--- config.mk ---
export PLATFORM = sky130hd
export DESIGN_NAME = prpg_lfsr_n
export DESIGN_NICKNAME = d
export VERILOG_FILES = /design/src/rtl/prpg_lfsr_n.sv
export SDC_FILE = /design/constraint.sdc
export NUM_CORES = 1
export LEC_CHECK = 0
export BUFFER_PORTS_ARGS = -buffer_cell sky130_fd_sc_hd__buf_4
export CAP_MARGIN = 40
export CORE_ASPECT_RATIO = 0.9
export CORE_MARGIN = 3
export CORE_UTILIZATION = 50
export DETAILED_ROUTE_END_ITERATION = 8
export PLACE_DENSITY = 0.89
export SLEW_MARGIN = 20
export SYNTH_ARGS = -nofsm -noshare
export SYNTH_HDL_FRONTEND = slang
export SYNTH_SLANG_ARGS = --single-unit
export TNS_END_PERCENT = 50
--- constraint.sdc ---
create_clock -name Clk -period 4.15 [get_ports Clk]
set_input_delay 0.83 -clock Clk [delete_from_list [all_inputs] [get_ports Clk]]
set_output_delay 0.83 -clock Clk [all_outputs]
set_load 0.05 [all_outputs]
--- src/rtl/prpg_lfsr_n.sv ---
// Loadable Fibonacci LFSR pattern generator with counted, free-running and held runs.
// Latency: a pattern shows on PrpgOut the cycle after Start; no backpressure (Hold pauses, Stop aborts).
module prpg_lfsr_n #(
  parameter int WIDTH = 16,
  parameter int CNT_W = 16
) (
  input  logic             Clk,
  input  logic             ResetB,
  input  logic             PrpgUpld,
  input  logic [WIDTH-1:0] PrpgSeed,
  input  logic [WIDTH-1:0] PrpgPoly,
  input  logic             PrpgStart,
  input  logic [CNT_W-1:0] PrpgLen,
  input  logic             PrpgHold,
  input  logic             PrpgStop,
  output logic [WIDTH-1:0] PrpgOut,
  output logic             PrpgValid,
  output logic             PrpgBusy,
  output logic             PrpgDone,
  output logic             PrpgLockup
);

  typedef enum logic [1:0] {
    IDLE = 2'd0,
    RUN  = 2'd1,
    DONE = 2'd2
  } stateT;

  stateT            state;
  stateT            stateNext;
  logic [WIDTH-1:0] prpgReg;
  logic [WIDTH-1:0] polyReg;
  logic [WIDTH-1:0] prpgNext;
  logic [CNT_W-1:0] cnt;
  logic             freeRun;
  logic             lockupReg;
  logic             feedback;
  logic             advance;
  logic             lastPattern;
  logic             idleUpld;
  logic             idleStart;

  assign feedback    = ^(prpgReg & polyReg);
  assign prpgNext    = {prpgReg[WIDTH-2:0], feedback};
  assign idleUpld    = (state == IDLE) && PrpgUpld;
  assign idleStart   = (state == IDLE) && PrpgStart;
  // Stop outranks Hold; either one suppresses the pattern for this cycle.
  assign advance     = (state == RUN) && !PrpgStop && !PrpgHold;
  assign lastPattern = advance && !freeRun && (cnt == CNT_W'(1));

  always_ff @(posedge Clk) begin
    if (!ResetB) begin
      state <= IDLE;
    end else begin
      state <= stateNext;
    end
  end

  always_comb begin
    stateNext = state;
    case (state)
      IDLE: begin
        if (PrpgStart) stateNext = RUN;
      end
      RUN: begin
        if (PrpgStop)         stateNext = IDLE;
        else if (lastPattern) stateNext = DONE;
      end
      DONE:    stateNext = IDLE;
      default: stateNext = IDLE;
    endcase
  end

  // Datapath; the register is kept across IDLE so a bare Start continues the sequence.
  always_ff @(posedge Clk) begin
    if (!ResetB) begin
      prpgReg   <= '0;
      polyReg   <= '0;
      cnt       <= '0;
      freeRun   <= 1'b0;
      lockupReg <= 1'b0;
    end else begin
      if (idleUpld) begin
        prpgReg <= PrpgSeed;
        polyReg <= PrpgPoly;
      end else if (advance) begin
        prpgReg <= prpgNext;
      end

      if (idleStart) begin
        cnt     <= PrpgLen;
        freeRun <= (PrpgLen == '0);
      end else if (advance && !freeRun) begin
        cnt <= cnt - CNT_W'(1);
      end

      if (idleUpld) begin
        lockupReg <= 1'b0;
      end else if ((state == RUN) && (prpgReg == '0)) begin
        lockupReg <= 1'b1;
      end
    end
  end

  always_comb begin
    PrpgValid  = advance;
    PrpgOut    = advance ? prpgReg : '0;
    PrpgBusy   = (state == RUN);
    PrpgDone   = (state == DONE);
    // Combinational term makes the flag visible in the very first stuck RUN cycle.
    PrpgLockup = lockupReg || ((state == RUN) && (prpgReg == '0));
  end

endmodule
Yosys cells after proc, flatten, opt, wreduce, memory -nomap -nowiden

Cells that the tools add are included.
Widths: inputs -> output; s select.

Bits in registers: 52
Bits of input ports: 54

$add $sub $neg: 1
Eq/ne operators: 5
Reductions and logical operators: 19
Muxes and demuxes: 9
Bitwise operators: 2

Operator list:

| cell                  | number |
|---|---|
| $mux 16               | 5 |
| $logic_not 16->1      | 2 |
| $and 16x16->16        | 1 |
| $eq 16x1->1 const B   | 1 |
| $reduce_xor 16->1     | 1 |
| $sub 16x1->16 const B | 1 |
| $logic_and 1x1->1     | 7 |
| $mux 2                | 3 |
| $pmux 2 s2            | 1 |
| $reduce_bool 2->1     | 2 |
| $logic_not 1->1       | 3 |
| $ne 3x2->1 const B    | 1 |
| $eq 2x1->1 const B    | 1 |
| $eq 2x2->1 const B    | 1 |
| $logic_not 2->1       | 1 |
| $ne 2x2->1 const B    | 1 |
| $reduce_and 2->1      | 1 |
| $reduce_or 2->1       | 1 |
| $logic_or 1x1->1      | 1 |
| $not 1->1             | 1 |

Logic depth before layout (Yosys ltp)

Depth after elaboration: 8
Gate-level depth with buffers: 8
Gate-level depth less buffers: 7

Worst setup path before layout

OpenSTA, ideal clock, no wires.

Path kind: input-to-output
From: in PrpgStop
To: out PrpgOut[3]
Arrival time: 2.187 ns
Required time: 3.320 ns
Setup slack: 1.133 ns
Stages on the path: 4
Cells stage by stage: nor4b_4 clkbuf_1 buf_2 and2_1

Longest elaborated chain between the ends: 4

Ends and longest elaborated chain:

| element                         | RTL line | text |
|---|---|---|
| start, declared                 | 15       | `input logic PrpgStop,` |
| $logic_not 1->1                 | 48       | `assign advance = (state == RUN) && !PrpgStop && !PrpgHold;` |
| $logic_and 1x1->1 (2 in series) | 48       |  |
| via PrpgValid                   | 17       | `output logic PrpgValid,` |
| $mux 16                         | 107      | `PrpgOut = advance ? prpgReg : '0;` |
| end, declared                   | 16       | `output logic [WIDTH-1:0] PrpgOut,` |

The timed path passes the listed nets, and every way through them passes these cells.

Final worst setup path

From: in PrpgStop
To: out PrpgOut[10]

Longest elaborated chain between the ends: 4

Ends and longest elaborated chain:

| element                         | RTL line |
|---|---|
| $logic_not 1->1                 | 48 |
| $logic_and 1x1->1 (2 in series) | 48 |
| $mux 16                         | 107 |

Every way passes these cells.

==> results.py <==
metrics = {
    "synth": {
        "ys_warn_count": 0,
        "synth-seq-cells": 52,
        "synth.net_count": 391,
        "synth_area_per_cell_um2": 7.83,
        "synth-seq-area-share_pct": 39.7,
        "synth_cells": 335,
        "yosysUniqueCellTypes": 44,
        "synth_flop_cell": "dfxtp_1",
        "syn-cell-area_mm2": 0.00262,
        "postSynth.asyncResetShare_pct": 0,
        "synth_edf_count": 0,
    },
    "clock_tree": {
        "h-tree-depth": 2,
        "cts.clk_slew.worst_paths_ps": 90,
        "worstSkewPairLatency_ps": 310,
        "ctsHoldBuffers": 0,
        "cts_setup_buffers": 0,
        "root_buffer": "clkbuf_8",
        "cts_sinks": 52,
        "cts_buffers": 5,
        "cts_resized": 0,
        "cts_buffer_depth": 2,
        "cts_tree": "yes",
    },
    "worst_setup_path": {
        "cp-start-kind": "input port",
        "cp_slowest_stage_delay_ps": 470,
        "critPathSlowestCell": "nor4b_4",
        "crit_buf_inv": 3,
        "crit_top_cell": "buf_4",
        "critPathKind": "in2out",
        "cp_cell_sequence": "buf_4 -> nor4b_4 -> buf_6 -> and2_1 -> buf_4",
        "crit_family": "simple AND/OR/NAND/NOR gates",
        "critPathArrivalTime_ps": 2030,
        "cp.required_ps": 3320,
        "critPathCaptureType": "primary output",
        "cp_max_fo": 16,
    },
    "power_and_ir_drop": {
        "seqPwrFrac_pct": 53.2,
        "power_density_mw_per_mm2": 319,
        "total_power_mw": 1.05,
        "p_sw_mw": 0.313,
        "pwr-share-comb_pct": 19.0,
        "p_sw_share_pct": 29.7,
        "clockPowerShare_pct": 27.9,
        "ir_drop_mv": 0.222,
        "p_leak_nw": 1.36,
        "p_int_mw": 0.741,
    },
    "sta": {
        "rsz0062_at_grt": "no",
        "min_period_ps": 2860,
        "setup_viol": 0,
        "clock_skew_ps": 7.66,
        "slew_headroom_pct": 51.4,
        "layout_setup_ws_ps": 1290,
        "max_freq_mhz": 350,
        "hold_ws_ps": 461,
        "finalHoldViolCount": 0,
        "worstMarginPinSlew_ps": 729,
        "fin_tns_setup_ps": 0,
        "finalCritPeriodShare_pct": 68.8,
        "drv_slew": 0,
    },
    "layout": {
        "final_core_util_pct": 66.7,
        "nNetsFinal": 458,
        "drive_above_1_share_pct": 22.8,
        "stdcell_area_mm2": 0.00331,
        "area_growth_pct": 26.0,
        "instances_no_fill": 468,
        "insertedDiodeCount": 0,
    },
    "die": {
        "num_rows": 24,
        "io_pins": 74,
        "design.die.area_mm2": 0.00615,
        "initial_core_util_pct": 53.0,
        "core-area_mm2": 0.00495,
        "fp.dieW_um": 82.4,
        "die_h_um": 74.7,
    },
    "global_route": {
        "met2_usage_pct": 37.6,
        "grt_pass1_wl_um": 11000,
        "grt.overflow.total": 0,
        "grt_max_degree": 34,
        "grt_usage_pct": 23.3,
        "grt_pass1_vias": 2386,
        "antenna_found_initial": 0,
        "met1_usage_pct": 32.0,
        "busiest_layer": "met2",
        "met3_usage_pct": 4.55,
    },
    "min_path": {
        "hold_path.class": "reg2reg",
    },
    "place": {
        "numPortBuffers": 73,
        "dpl.hpwl_um": 5260,
        "place_area_mm2": 0.00322,
        "post-place-ws_ps": 1280,
        "gp_congestion": 0.894,
        "dp.cells": 460,
    },
    "routing": {
        "drt_iter0_drc": 152,
        "drcViolationCount": 0,
        "drtAntennaViolNets": 0,
        "wirelength_um": 6860,
        "wl_per_cell_um": 14.7,
        "vias_per_cell": 5.54,
        "drt_first_pass_iters": 4,
        "vias": 2593,
    },
    "run_status": {
        "status": "finished, final reports clean",
    },
    "flow_run": {
        "cap_violations": 0,
    },
}
-- per-layer routing --
layer	wire length, µm	share of wire [%]
met1	3070	45
met4	125	1.8
met5	0	0
met3	424	6.2
met2	3240	47
-- cell families after synthesis --
family | after synthesis | share of synthesized area [%]
and+or+nand+nor | 160 | 30.8
AOI/OAI and AO/OA | 81 | 18.6
DFF | 52 | 39.7
buffers and inverters | 21 | 3.53
xor gates and xnor gates | 18 | 6.01
adders and majority gates | 2 | 0.954
muxes | 1 | 0.382
-- cell usage after synthesis (all sizes together), types with 2 or more instances --
| library cell | instances | area [µm²] |
|---|---|---|
| xor2 | 5 | 43.8 |
| clkbuf | 13 | 48.8 |
| nor2b | 4 | 25.0 |
| and3 | 2 | 12.5 |
| a32oi | 3 | 26.3 |
| a21boi | 13 | 97.6 |
| dfxtp | 52 | 1040 |
| nor2 | 25 | 104 |
| a221oi | 3 | 26.3 |
| nor4 | 10 | 83.8 |
| and2 | 19 | 119 |
| a22oi | 2 | 15.0 |
| inv | 4 | 15.0 |
| nand2b | 2 | 12.5 |
| or3 | 3 | 18.8 |
| o21ai | 6 | 30.0 |
| nand3 | 9 | 50.1 |
| nand4 | 4 | 25.0 |
| a21oi | 48 | 240 |
| nand2 | 75 | 284 |
| nand3b | 2 | 15.0 |
| o211a | 3 | 30.0 |
| buf | 4 | 28.8 |
| ha | 2 | 25.0 |
| xnor2 | 13 | 114 |
-- area by class of cell --
type	instances	area, µm²
fill	430	1650
clock buffer	6	72.6
multi-input combinational	262	1490
timing repair buffer	77	589
sequential	52	1040
tap	65	81.3
clock inverter	2	16.3
inverter	4	15.0
-- layout by cell type, fill, tap and decap left out, types with 2 or more instances in the layout --
master | synthesis | routed
buf_4 | 1 | 75
nand2_1 | 74 | 74
dfxtp_1 | 52 | 52
a21oi_1 | 48 | 48
nor2_1 | 23 | 23
and2_1 | 18 | 18
xnor2_1 | 13 | 13
a21boi_0 | 11 | 11
nor4_1 | 8 | 8
nand3_1 | 8 | 8
o21ai_0 | 6 | 6
xor2_1 | 5 | 5
clkbuf_8 | 0 | 5
inv_1 | 4 | 4
nor2b_1 | 4 | 4
nand4_1 | 4 | 4
a221oi_1 | 3 | 3
or3_1 | 3 | 3
a32oi_1 | 3 | 3
o211a_1 | 3 | 3
nand2b_1 | 2 | 2
and3_1 | 2 | 2
nand3b_1 | 2 | 2
a22oi_1 | 2 | 2
a21boi_1 | 2 | 2
ha_1 | 2 | 2
-- worst reg2reg max path, stage by stage, from the launching register on --
cell	delay [ps]
dfxtp_1	360
nor4b_4	500
nand2b_1	330
nor2_4	190
nand3_2	110
or3_1	330
nand3_1	80
a21boi_1	80
-- state kept, by name (all words and copies together) (netlist names) --
signal / cells
lockupReg: 1
freeRun: 1
prpgReg: 16
state: 2
polyReg: 16
cnt: 16
-- final timing paths --
path,startpoint,endpoint,slack [ps],cells past startpoint
worst min-delay path,polyReg[12]$_SDFFE_PN0P_,polyReg[12]$_SDFFE_PN0P_,460,2
worst min register to register,polyReg[12]$_SDFFE_PN0P_,polyReg[12]$_SDFFE_PN0P_,460,2
worst max-delay path,PrpgStop,PrpgOut[10],1290,5
worst max register to register,state[1]$_SDFFE_PN0P_,cnt[10]$_SDFFE_PN0P_,2060,7
-- power groups by stage --
stage / Clock (mW) / Sequential (mW) / Combinational (mW)
after floorplan: 0 / 0.562 / 0.124
after global placement: 0 / 0.569 / 0.190
after detailed placement: 0 / 0.571 / 0.199
after CTS: 0.294 / 0.559 / 0.200
after global routing: 0.315 / 0.565 / 0.221
final: 0.294 / 0.560 / 0.200
(Power assumes the default switching activity.)
